**config.mk**
```make
export PLATFORM = sky130hd
export DESIGN_NAME = slide_pot_rr_flat
export DESIGN_NICKNAME = d
export VERILOG_FILES = /design/src/rtl/slide_pot_rr_if.sv /design/src/rtl/slide_pot_rr.sv /design/src/flat_wrapper.sv
export SDC_FILE = /design/constraint.sdc
export NUM_CORES = 1
export LEC_CHECK = 0
export CAP_MARGIN = 20
export CORE_MARGIN = 1.5
export CORE_UTILIZATION = 47
export DETAILED_ROUTE_END_ITERATION = 10
export PLACE_DENSITY = 0.73
export SLEW_MARGIN = 0
export SYNTH_ARGS = -nofsm -noshare
export SYNTH_HDL_FRONTEND = slang
export SYNTH_SLANG_ARGS = --single-unit
```
**constraint.sdc**
```tcl
create_clock -name clk -period 1.7 [get_ports clk]
set_input_delay 0.255 -clock clk [delete_from_list [all_inputs] [get_ports clk]]
set_output_delay 0.255 -clock clk [all_outputs]
set_load 0.03 [all_outputs]
```
**src/rtl/slide_pot_rr_if.sv**
```systemverilog
// Pin bundle between the slide-pot reader, the SPI A2D and the equalizer
// datapath. The master side belongs to the reader; the slave side is the
// view from the A2D and the band scalers / volume stage.
interface slide_pot_rr_if;
    logic        MISO;
    logic        SS_n;
    logic        SCLK;
    logic        MOSI;
    logic [11:0] POT_LP;
    logic [11:0] POT_B1;
    logic [11:0] POT_B2;
    logic [11:0] POT_B3;
    logic [11:0] POT_HP;
    logic [11:0] VOLUME;
    logic        round_done;

    modport master (
        input  MISO,
        output SS_n,
        output SCLK,
        output MOSI,
        output POT_LP,
        output POT_B1,
        output POT_B2,
        output POT_B3,
        output POT_HP,
        output VOLUME,
        output round_done
    );

    modport slave (
        output MISO,
        input  SS_n,
        input  SCLK,
        input  MOSI,
        input  POT_LP,
        input  POT_B1,
        input  POT_B2,
        input  POT_B3,
        input  POT_HP,
        input  VOLUME,
        input  round_done
    );
endinterface

```
**src/rtl/slide_pot_rr.sv**
```systemverilog
// Round-robin reader for the six equalizer slide pots. Acts as SPI master to
// an 8-channel 12-bit A2D: per pot, one transaction selects the mux channel
// (its reply is dropped) and a second one fetches the conversion, which is
// latched into that pot's output register. Runs free from reset.
module slide_pot_rr #(
    parameter int unsigned IDLE_GAP = 32
) (
    input  logic           clk,
    input  logic           rst_n,
    slide_pot_rr_if.master bus
);

    localparam int unsigned      GAP_W      = (IDLE_GAP > 1) ? $clog2(IDLE_GAP) : 1;
    localparam logic [GAP_W-1:0] GAP_LAST   = GAP_W'(IDLE_GAP - 1);
    localparam logic [4:0]       DIV_PRESET = 5'b10111;
    localparam logic [4:0]       FALL_FINAL = 5'd16;
    localparam logic [2:0]       SLOT_LAST  = 3'd5;

    typedef enum logic [1:0] {
        S_GAP  = 2'd0,
        S_XFER = 2'd1,
        S_DONE = 2'd2
    } state_t;

    state_t           r_state;
    state_t           w_state_nxt;
    logic [GAP_W-1:0] r_gap_cnt;
    logic [4:0]       r_div;
    logic [4:0]       r_fall_cnt;
    logic [15:0]      r_shreg;
    logic             r_miso_q;
    logic             r_phase_b;
    logic [2:0]       r_slot;
    logic             r_ss_n;
    logic             r_round_done;
    logic [11:0]      r_pot_lp;
    logic [11:0]      r_pot_b1;
    logic [11:0]      r_pot_b2;
    logic [11:0]      r_pot_b3;
    logic [11:0]      r_pot_hp;
    logic [11:0]      r_volume;

    logic             w_gap_done;
    logic             w_start;
    logic             w_fall;
    logic             w_rise;
    logic             w_shift;
    logic             w_xfer_end;
    logic [2:0]       w_ch;
    logic [15:0]      w_cmd;
    logic [15:0]      w_rx;

    assign w_gap_done = (r_gap_cnt == GAP_LAST);
    assign w_start    = (r_state != S_XFER) && (w_state_nxt == S_XFER);
    // div == 31 / 15 just before the edge means SCLK drops / rises on it
    assign w_fall     = (r_state == S_XFER) && (r_div == 5'b11111);
    assign w_rise     = (r_state == S_XFER) && (r_div == 5'b01111);
    // The first fall precedes any capture, so it does not shift
    assign w_shift    = w_fall && (r_fall_cnt != 5'd0);
    // The 17th fall point (offset 520) closes the transaction instead of
    // driving SCLK low; it still performs the final shift
    assign w_xfer_end = w_fall && (r_fall_cnt == FALL_FINAL);
    assign w_rx       = {r_shreg[14:0], r_miso_q};
    assign w_cmd      = {2'b00, w_ch, 11'h000};

    // Slot-to-A2D-channel map: pots are wired to channels 1,0,4,2,3,7
    always_comb begin
        w_ch = 3'd1;
        case (r_slot)
            3'd0:    w_ch = 3'd1;
            3'd1:    w_ch = 3'd0;
            3'd2:    w_ch = 3'd4;
            3'd3:    w_ch = 3'd2;
            3'd4:    w_ch = 3'd3;
            3'd5:    w_ch = 3'd7;
            default: w_ch = 3'd1;
        endcase
    end

    // Controller next-state: idle gap, transfer, one bookkeeping cycle
    always_comb begin
        w_state_nxt = r_state;
        case (r_state)
            S_GAP:   if (w_gap_done) w_state_nxt = S_XFER;
            S_XFER:  if (w_xfer_end) w_state_nxt = S_DONE;
            // DONE is already the first idle cycle of the gap, so a gap of
            // one cycle goes straight back to XFER
            S_DONE:  w_state_nxt = w_gap_done ? S_XFER : S_GAP;
            default: w_state_nxt = S_GAP;
        endcase
    end

    // Controller state register
    always_ff @(posedge clk) begin
        if (!rst_n) r_state <= S_GAP;
        else        r_state <= w_state_nxt;
    end

    // Idle counter: counts SS_n-high cycles (DONE included), cleared in XFER
    always_ff @(posedge clk) begin
        if (!rst_n)                               r_gap_cnt <= '0;
        else if (r_state == S_XFER || w_gap_done) r_gap_cnt <= '0;
        else                                      r_gap_cnt <= r_gap_cnt + 1'b1;
    end

    // Chip select, registered so it never glitches
    always_ff @(posedge clk) begin
        if (!rst_n) r_ss_n <= 1'b1;
        else        r_ss_n <= (w_state_nxt != S_XFER);
    end

    // SCLK divider: parked at the preset while idle and stepping from the
    // SS_n fall edge itself, which puts the first SCLK fall at offset 8
    always_ff @(posedge clk) begin
        if (!rst_n)                                     r_div <= DIV_PRESET;
        else if (w_start || (r_state == S_XFER && !w_xfer_end)) r_div <= r_div + 5'd1;
        else                                            r_div <= DIV_PRESET;
    end

    // Counts SCLK fall points within a transaction
    always_ff @(posedge clk) begin
        if (!rst_n)      r_fall_cnt <= '0;
        else if (w_start) r_fall_cnt <= '0;
        else if (w_fall)  r_fall_cnt <= r_fall_cnt + 5'd1;
    end

    // Capture MISO on each SCLK rise
    always_ff @(posedge clk) begin
        if (!rst_n)     r_miso_q <= 1'b0;
        else if (w_rise) r_miso_q <= bus.MISO;
    end

    // Shift register: command out MSB first, reply shifted in behind it
    always_ff @(posedge clk) begin
        if (!rst_n)       r_shreg <= '0;
        else if (w_start) r_shreg <= w_cmd;
        else if (w_shift) r_shreg <= w_rx;
    end

    // A/B phase toggle and slot advance, once per transaction
    always_ff @(posedge clk) begin
        if (!rst_n) begin
            r_phase_b <= 1'b0;
            r_slot    <= '0;
        end else if (r_state == S_DONE) begin
            r_phase_b <= ~r_phase_b;
            if (r_phase_b) r_slot <= (r_slot == SLOT_LAST) ? 3'd0 : r_slot + 3'd1;
        end
    end

    // Latch the conversion of transaction B into its slot's pot register
    always_ff @(posedge clk) begin
        if (!rst_n) begin
            r_pot_lp <= '0;
            r_pot_b1 <= '0;
            r_pot_b2 <= '0;
            r_pot_b3 <= '0;
            r_pot_hp <= '0;
            r_volume <= '0;
        end else if (w_xfer_end && r_phase_b) begin
            case (r_slot)
                3'd0:    r_pot_lp <= w_rx[11:0];
                3'd1:    r_pot_b1 <= w_rx[11:0];
                3'd2:    r_pot_b2 <= w_rx[11:0];
                3'd3:    r_pot_b3 <= w_rx[11:0];
                3'd4:    r_pot_hp <= w_rx[11:0];
                3'd5:    r_volume <= w_rx[11:0];
                default: ;
            endcase
        end
    end

    // Pass marker: high for the DONE cycle following the VOLUME write
    always_ff @(posedge clk) begin
        if (!rst_n) r_round_done <= 1'b0;
        else        r_round_done <= w_xfer_end && r_phase_b && (r_slot == SLOT_LAST);
    end

    assign bus.SS_n       = r_ss_n;
    assign bus.SCLK       = r_div[4];
    assign bus.MOSI       = r_shreg[15];
    assign bus.POT_LP     = r_pot_lp;
    assign bus.POT_B1     = r_pot_b1;
    assign bus.POT_B2     = r_pot_b2;
    assign bus.POT_B3     = r_pot_b3;
    assign bus.POT_HP     = r_pot_hp;
    assign bus.VOLUME     = r_volume;
    assign bus.round_done = r_round_done;

endmodule

```
**src/flat_wrapper.sv**
```systemverilog
// flat-port wrapper written by rule: the top's interface ports become plain ports
module slide_pot_rr_flat 
#(
    parameter int unsigned IDLE_GAP = 32
)
  (clk, rst_n, bus_MISO, bus_SS_n, bus_SCLK, bus_MOSI, bus_POT_LP, bus_POT_B1, bus_POT_B2, bus_POT_B3, bus_POT_HP, bus_VOLUME, bus_round_done);
  slide_pot_rr_if bus_i ();
  input  logic clk;
  input  logic rst_n;
  input wire logic [$bits(bus_i.MISO)-1:0] bus_MISO;
  output wire logic [$bits(bus_i.SS_n)-1:0] bus_SS_n;
  output wire logic [$bits(bus_i.SCLK)-1:0] bus_SCLK;
  output wire logic [$bits(bus_i.MOSI)-1:0] bus_MOSI;
  output wire logic [$bits(bus_i.POT_LP)-1:0] bus_POT_LP;
  output wire logic [$bits(bus_i.POT_B1)-1:0] bus_POT_B1;
  output wire logic [$bits(bus_i.POT_B2)-1:0] bus_POT_B2;
  output wire logic [$bits(bus_i.POT_B3)-1:0] bus_POT_B3;
  output wire logic [$bits(bus_i.POT_HP)-1:0] bus_POT_HP;
  output wire logic [$bits(bus_i.VOLUME)-1:0] bus_VOLUME;
  output wire logic [$bits(bus_i.round_done)-1:0] bus_round_done;
  assign bus_i.MISO = bus_MISO;
  assign bus_SS_n = bus_i.SS_n;
  assign bus_SCLK = bus_i.SCLK;
  assign bus_MOSI = bus_i.MOSI;
  assign bus_POT_LP = bus_i.POT_LP;
  assign bus_POT_B1 = bus_i.POT_B1;
  assign bus_POT_B2 = bus_i.POT_B2;
  assign bus_POT_B3 = bus_i.POT_B3;
  assign bus_POT_HP = bus_i.POT_HP;
  assign bus_VOLUME = bus_i.VOLUME;
  assign bus_round_done = bus_i.round_done;
  slide_pot_rr #(.IDLE_GAP(IDLE_GAP)) u_core (.clk(clk), .rst_n(rst_n), .bus(bus_i));
endmodule
```
==> summary.txt, run 1 <==
Status
  • Outcome: finished with violations
  • Failing checks: negative setup slack

Synth
  • Yosys warns: 0
  • Synth Register Bits: roughly 110
  • Main synth FF type: dfxtp_1
  • FFs w/ async S/R, synth: 0
  • Mapped Nets: between 400 and 500
  • Most common cell in the netlist: dfxtp_1
  • Largest cells by area after synthesis: dfxtp_1 (50%), mux2i_1 (17%), nand2_1 (7.4%)
  • Seq/Total Area, Yosys: 0.501
  • Synthesized area: 0.00447 mm^2
  • Post-Syn Instances: between 400 and 500
  • Post-synth EDFFs: 0
  • Synth unique cells: between 40 and 50
  • Post-synth top cells: dfxtp_1 (112), nand2_1 (88), mux2i_1 (74)
  • Share of Yosys cell area claimed by the top area cell type: 0.501
  • Area leader, netlist: dfxtp_1
  • Syn Area/Cell: between 9 and 10 um^2

Clocking
  • Num CTS Buffers: 9
  • CTS tree: yes
  • Sink Count: between 100 and 150
  • Clock Latency Late Sink: between 0.3 and 0.4 ns
  • CTS clk-pin slew, worst paths: about 0.11 ns
  • Worst-case clock buffer depth: 2
  • # H-tree levels: 3
  • Clock root buffer: clkbuf_8

Min path
  • Hold Path Sink: u_core.r_fall_cnt[4]$_SDFFE_PP0P_
  • Hold WC Path Type: input port to flip-flop
  • Hold Path Depth: 4
  • HP Start: rst_n

Finish
  • Share of cells above drive strength 1: 0.132
  • Non-Filler Cell Area, Final: 0.00600 mm^2
  • Util after Layout: 0.649
  • NumNets Final: 553
  • Layout overhead on the synthesized area: 34.1%
  • # diodes: 0

Placed design
  • DPL Wire Length: approximately 7300 um
  • Input/output buffers: 78
  • Gpl congestion: approximately 0.78
  • Post-DP Area: about 0.0056 mm^2

Detailed routing
  • DRC Markers: 0
  • DRT Wirelength: about 10000 um
  • DR pass1 iterations: 5
  • Total number of vias: about 3500
  • Post-DR wirelength/cell: 14.9 um
  • Vias per cell: between 5 and 6
  • Initial DRC Count: ~130
  • ANT nets after route: 0

Power and ir drop
  • Leak: 3.21 nW
  • Pwr/cell area: 721 mW/mm^2
  • VDD IR max: between 300 and 400 uV

Setup path
  • Critical path, cell by cell: ha_4, and3_4, ha_4, and3b_2, buf_12, buf_4, a211oi_4, nor4_2
  • Critical Path RT: 1.94 ns
  • CP max FO: 10
  • Crit-path leading delay family: simple AND/OR/NAND/NOR gates
  • Worst path slowest cell: dfxtp_2
  • Origin of the critical flop-to-flop path: u_core.r_div[1]$_SDFF_PN1_
  • Worst r2r path cells: 8
  • Slowest Stage Delay on Critical Path: 0.35 ns
  • CP bufs+invs: 2
  • CP startpoint kind: flip-flop
  • Critical path type: flip-flop to flip-flop
  • CP endpoint kind: flip-flop
  • Data arrival time of the worst path: just over 2 ns
  • Worst reg2reg endpoint: u_core.r_shreg[13]$_SDFFE_PN0P_
  • Reg2Reg Setup Slack: -0.07 ns
  • Crit path top cell by count: ha_4

STA
  • Slew headroom: 0.750
  • Hold slack: roughly 0.32 ns
  • Setup TNS: -1.28 ns
  • Max-slew violations: 0
  • Worst slew pin tran: between 0.3 and 0.4 ns
  • Final setup fails: between 60 and 70
  • Minimum clock period: around 1.8 ns
  • Unrepaired setup endpoints after global routing: true
  • F_max: ~0.56 GHz
  • Final Worst Setup Slack: -0.0747 ns
  • Period utilization: 1.04
  • Post-route clock skew: approximately 0.016 ns
  • Final hold violation count: 0

Global routing
  • Met1 GRT Util: 0.275
  • GRT busiest layer: met2
  • Initial antenna violation count: 0
  • Largest net degree at the start of global routing: 77
  • Vias in the first global route: between 3000 and 4000
  • Gr ovfl total: 0
  • First-pass GRT wire length: 16400 um
  • Gr usage total: 0.207
  • M3 GR Usage: 0.0416
  • GR Layer Usage met2: 0.344

Floorplanning
  • I/O pin count: 79
  • Core area: 0.00924 mm^2
  • Die Area: just over 0.01 mm^2
  • # rows: 35
  • Die height: just over 100 um
  • Initial Util: 0.484
  • Chip Width: 101 um

Job
  • Maxcap violations: 0
flip-flops by register name, summed over array words and instances, names as in the netlist, 2 cells and up:
| name | count |
|---|---|
| u_core.bus.VOLUME | 12 |
| u_core.r_slot | 3 |
| u_core.r_gap_cnt | 5 |
| u_core.bus.POT_B2 | 12 |
| u_core.r_state | 2 |
| u_core.bus.POT_HP | 12 |
| u_core.r_div | 5 |
| u_core.bus.POT_B1 | 12 |
| u_core.r_fall_cnt | 5 |
| u_core.bus.POT_B3 | 12 |
| u_core.bus.POT_LP | 12 |
| u_core.r_shreg | 16 |
final cells by class:
| cell class | instances | area (um^2) |
|---|---|---|
| multi-input combinational | 296 | 2110 |
| tap | 129 | 161 |
| fill | 731 | 3240 |
| inverter | 10 | 37.5 |
| sequential | 112 | 2240 |
| timing repair buffer | 112 | 1240 |
| clock buffer | 9 | 124 |
| clock inverter | 6 | 77.6 |
timing repair:
item                                    CTS  global route
hold buffers                              0             0
pin swaps                                 2             0
endpoints found under the hold margin     0             0
resized for setup                         9            36
endpoints found under the setup margin   93           125
setup buffers                             3             1
cells by family after synthesis:
family	count (synthesis)	share of synthesized area
AO/OA/AOI/OAI	49	0.0635
XOR/XNOR	7	0.0137
adder cells (fa/ha/maj)	9	0.0252
buffers and inverters	41	0.0461
flip-flops	112	0.501
multiplexers	74	0.166
AND/OR/NAND/NOR	157	0.185
layout by cell type, fill, tap and decap left out, types with 3 or more instances in the layout:
master and count:
nor2_1 10, dfxtp_1 110, a211oi_1 3, nand3_1 19, clkdlybuf4s50_1 45, nand4_4 6
dlygate4sd2_1 3, xnor2_1 3, nand2_1 88, or3_1 5, buf_12 11, nor3_1 3
inv_1 10, ha_1 6, o21ai_1 12, clkbuf_8 9, a21oi_1 18, o211ai_1 3
dlymetal6s2s_1 29, xor2_1 3, mux2i_1 74, o21ai_0 5, nor2b_1 5, buf_4 21
stage by stage:
stage	power, W	worst slack, ns	instances
CTS	0.00435	-0.0440	673
global route	0.00447	-0.112	674
finish	0.00432	-0.0747	674
detailed placement	0.00277	-0.148	655
floorplan	0.00274	0.0169	449
global placement	0.00277	-0.0875	655
worst max path at each step:
stage	start	depth (start not counted)	end
after CTS	u_core.r_div[1]$_SDFF_PN1_	8	u_core.bus.POT_HP[11]$_SDFFE_PN0P_
after global routing	u_core.r_div[1]$_SDFF_PN1_	8	u_core.r_shreg[13]$_SDFFE_PN0P_
after floorplan	u_core.r_div[1]$_SDFF_PN1_	8	u_core.bus.VOLUME[7]$_SDFFE_PN0P_
after global placement	u_core.r_div[1]$_SDFF_PN1_	7	u_core.bus.VOLUME[4]$_SDFFE_PN0P_
final	u_core.r_div[1]$_SDFF_PN1_	8	u_core.r_shreg[13]$_SDFFE_PN0P_
after detailed placement	u_core.r_div[1]$_SDFF_PN1_	7	u_core.bus.VOLUME[7]$_SDFFE_PN0P_
routing by layer:
layer  up-vias  share of wire
li1       1713              -
met1      1668           0.47
met2        76           0.48
met3        12          0.036
met4         0          0.014
met5         -              0
tightest hold or removal path: cells and delay by family:
kind	cells	cell delay, ns
mux	1	0.05
buf+inv	2	0.22
simple gates	1	0.11
where the power goes:
group | total (W) | leakage (nW) | switching [W] | internal (W)
registers | 0.00263 | 0.901 | 0.00000409 | 0.00263
logic | 0.0000788 | 2.21 | 0.0000545 | 0.0000243
clock network | 0.00161 | 0.0993 | 0.000912 | 0.000700
total | 0.00432 | 3.21 | 0.000971 | 0.00335
(Power assumes the default switching activity.)
==> run 2, diff against run 1 <==
--- a/config.mk
+++ b/config.mk
@@ -6,10 +6,11 @@
 export NUM_CORES = 1
 export LEC_CHECK = 0
 export CAP_MARGIN = 20
+export CORE_ASPECT_RATIO = 1.5
 export CORE_MARGIN = 1.5
 export CORE_UTILIZATION = 47
 export DETAILED_ROUTE_END_ITERATION = 10
-export PLACE_DENSITY = 0.73
+export PLACE_DENSITY_LB_ADDON = 0.3
 export SLEW_MARGIN = 0
 export SYNTH_ARGS = -nofsm -noshare
 export SYNTH_HDL_FRONTEND = slang
==> run 2 against run 1 <==
  * The run still ends with negative setup slack left
  * Die area grew 0.12%
  * Total power grew 12%
  * Clock-buffer cell count grew 1
  * Utilization grew 0.50 points
  * Clock power grew 33%
  * Critical path depth is the same
  * First-iteration DRC count shrank 20%
  * Critical endpoint is now u_core.bus.POT_B2[4]$_SDFFE_PN0P_
  * Largest power group unchanged
==> summary.txt, run 2 (synthesis gave the netlist of run 1 again) <==
Detailed routing
  • Post-DR wirelength/cell: 16.6 um (+11%)
  • Top Metal Used: met4
  • DR WL met3: 487 um (+35%)
  • ANT nets after route: 0 (unchanged)
  • Initial DRC Count: 101 (-20%)
  • Routed met2 length: 5790 um (+20%)
  • DR pass1 iterations: 4 (-1)
  • DRC Markers: 0 (unchanged)
  • WL met1: 4390 um (-7.5%)
  • Total number of vias: 3542 (+2.1%)
  • DRT Wirelength: 10900 um (+8.8%)
  • Vias per cell: 5.37 (+4.3%)

STA
  • Post-route clock skew: 0.00885 ns (-0.00730 ns)
  • Unrepaired setup endpoints after global routing: true
  • Slew headroom: 0.723 (-0.0274)
  • Period utilization: 1.03 (-0.0106)
  • Max-slew violations: 0 (unchanged)
  • Final hold violation count: 0 (unchanged)
  • Final Worst Setup Slack: -0.0568 ns (+0.0180 ns)
  • Worst slew pin tran: 0.415 ns (+0.0423 ns)
  • F_max: 0.569 GHz (+1.0%)
  • Final setup fails: 24 (-63%)
  • Hold slack: 0.396 ns (+0.0808 ns)
  • Minimum clock period: 1.76 ns (-0.0180 ns)

Finish
  • Commonest non-fill, non-tap cells in the layout: dfxtp_1 (109), nand2_1 (88), clkdlybuf4s50_1 (76)
  • Register name with the most flops: u_core.r_shreg
  • Max reg flops: 16 (unchanged)
  • Fill cells: 736 (+0.68%)
  • Layout overhead on the synthesized area: 35.3%
  • Most common cell after layout, fill and taps aside: dfxtp_1
  • NumNets Final: 555 (+0.36%)
  • # diodes: 0 (unchanged)
  • Share of cells above drive strength 1: 0.142 (+0.0102)
  • Fin cells: 660 (-2.1%)
  • Util after Layout: 0.654 (+0.00498)

Placed design
  • DPL Wire Length: 7550 um (+3.0%)
  • Gpl congestion: 0.829 (+5.9%)
  • Total placed cells including tap cells: 637 (-2.7%)
  • Input/output buffers: 78 (unchanged)

Setup path
  • Critical Path RT: 1.96 ns (+0.02 ns)
  • Critical path, cell by cell: ha_4, and3_4, ha_4, and3b_2, buf_12, nand4_4, buf_12, mux2i_2
  • CP bufs+invs: 2 (unchanged)
  • CP max FO: 6 (-4)
  • Data arrival time of the worst path: 2.02 ns (about the same)
  • Slowest Stage Delay on Critical Path: 0.33 ns (-0.02 ns)
  • Crit. path cell count: 8 (unchanged)
  • Crit path launch: u_core.r_div[0]$_SDFF_PN1_
  • CP endpoint kind: flip-flop
  • Critical path type: flip-flop to flip-flop
  • Origin of the critical flop-to-flop path: u_core.r_div[0]$_SDFF_PN1_
  • CP startpoint kind: flip-flop
  • Worst path slowest cell: dfxtp_2
  • Crit-path leading delay family: simple AND/OR/NAND/NOR gates
  • Worst r2r path cells: 8 (unchanged)

Power and ir drop
  • VDD IR max: 571 uV (+56%)
  • Leak: 2.72 nW (-15%)
  • Pwr/cell area: 801 mW/mm^2 (+11%)
  • Pwr Total: 0.00485 W (+12%)

Clocking
  • # H-tree levels: 3 (unchanged)
  • CTS tree: yes
  • Clock Latency Late Sink: 0.35 ns (-0.02 ns)
  • Clock root buffer: clkbuf_16
  • CTS clk-pin slew, worst paths: 0.07 ns (-0.04 ns)
  • Worst-case clock buffer depth: 2 (unchanged)
  • Num CTS Buffers: 9 (unchanged)
  • Post-CTS Hold Fix Bufs: 0 (unchanged)
  • Sink Count: 112 (unchanged)

Min path
  • Hold Path Depth: 3 (-1)
  • Hold WC Path Type: input port to flip-flop
  • HP Start: rst_n

Floorplanning
  • Core area: 0.00925 mm^2 (+0.15%)
  • Die height: 123 um (+22%)
  • Die Area: 0.0101 mm^2 (+0.12%)
  • Initial Util: 0.484 (-0.000720)
  • # rows: 43 (+23%)
  • Chip Width: 82.7 um (-18%)
  • I/O pin count: 79 (unchanged)

Job
  • Maxcap violations: 0 (unchanged)

Global routing
  • Vias in the first global route: 3298 (-1.9%)
  • Initial antenna violation count: 0 (unchanged)
  • Gr ovfl total: 0 (unchanged)
  • First-pass GRT wire length: 16400 um (-0.21%)
  • Gr usage total: 0.221 (+0.0141)
  • Largest net degree at the start of global routing: 34 (-56%)

Status
  • Outcome: finished with violations
  • Failing checks: negative setup slack
[run 2: final timing paths]
path / endpoint / slack, ns
max: u_core.bus.POT_B2[4]$_SDFFE_PN0P_ / -0.06
min: u_core.r_shreg[11]$_SDFFE_PN0P_ / 0.40
max reg2reg: u_core.bus.POT_B2[4]$_SDFFE_PN0P_ / -0.06
min reg2reg: u_core.bus.VOLUME[3]$_SDFFE_PN0P_ / 0.46
[run 2: cell type report]
class	instances	area [um^2]	share of cell area
Clock buffer	10	239	0.0395
Multi-Input combinational cell	296	2100	0.347
Sequential cell	112	2250	0.371
Timing Repair Buffer	114	1220	0.202
Tap cell	112	140	0.0231
Inverter	10	37.5	0.00620
Clock inverter	6	66.3	0.0110
[run 2: timing repair]
item,4_1_cts,5_1_grt
endpoints found under the setup margin,77,91
cloned,1,3
gates resized for setup,8,15
pin swaps,1,4
buffers inserted,3,0
[run 2: report_power, final]
part           switching, W  internal (W)
Sequential       0.00000428       0.00263
Combinational     0.0000564     0.0000245
Clock              0.000952       0.00119
Total               0.00101       0.00384
[run 2: metal layers]
| metal | vias to the layer above | track usage |
|---|---|---|
| met4 | 0 | 0.101 |
| li1 | 1727 | - |
| met5 | - | 0 |
| met3 | 18 | 0.0550 |
| met1 | 1707 | 0.250 |
| met2 | 90 | 0.383 |
[run 2: through the flow]
| stage | setup slack, ns | setup TNS, ns | area (um^2) |
|---|---|---|---|
| 2_1_floorplan | 0.0169 | 0 | 4520 |
| 3_3_place_gp | -0.0139 | -0.295 | 5570 |
| 3_5_place_dp | -0.0725 | -3.90 | 5570 |
| 4_1_cts | -0.0702 | -0.951 | 5940 |
| 5_1_grt | -0.101 | -3.44 | 6050 |
| 6_report | -0.0568 | -0.318 | 6050 |
[run 2: worst min-delay path, stage by stage]
cell	delay [ns]
buf_2	0.16
inv_1	0.20
nor4_1	0.09
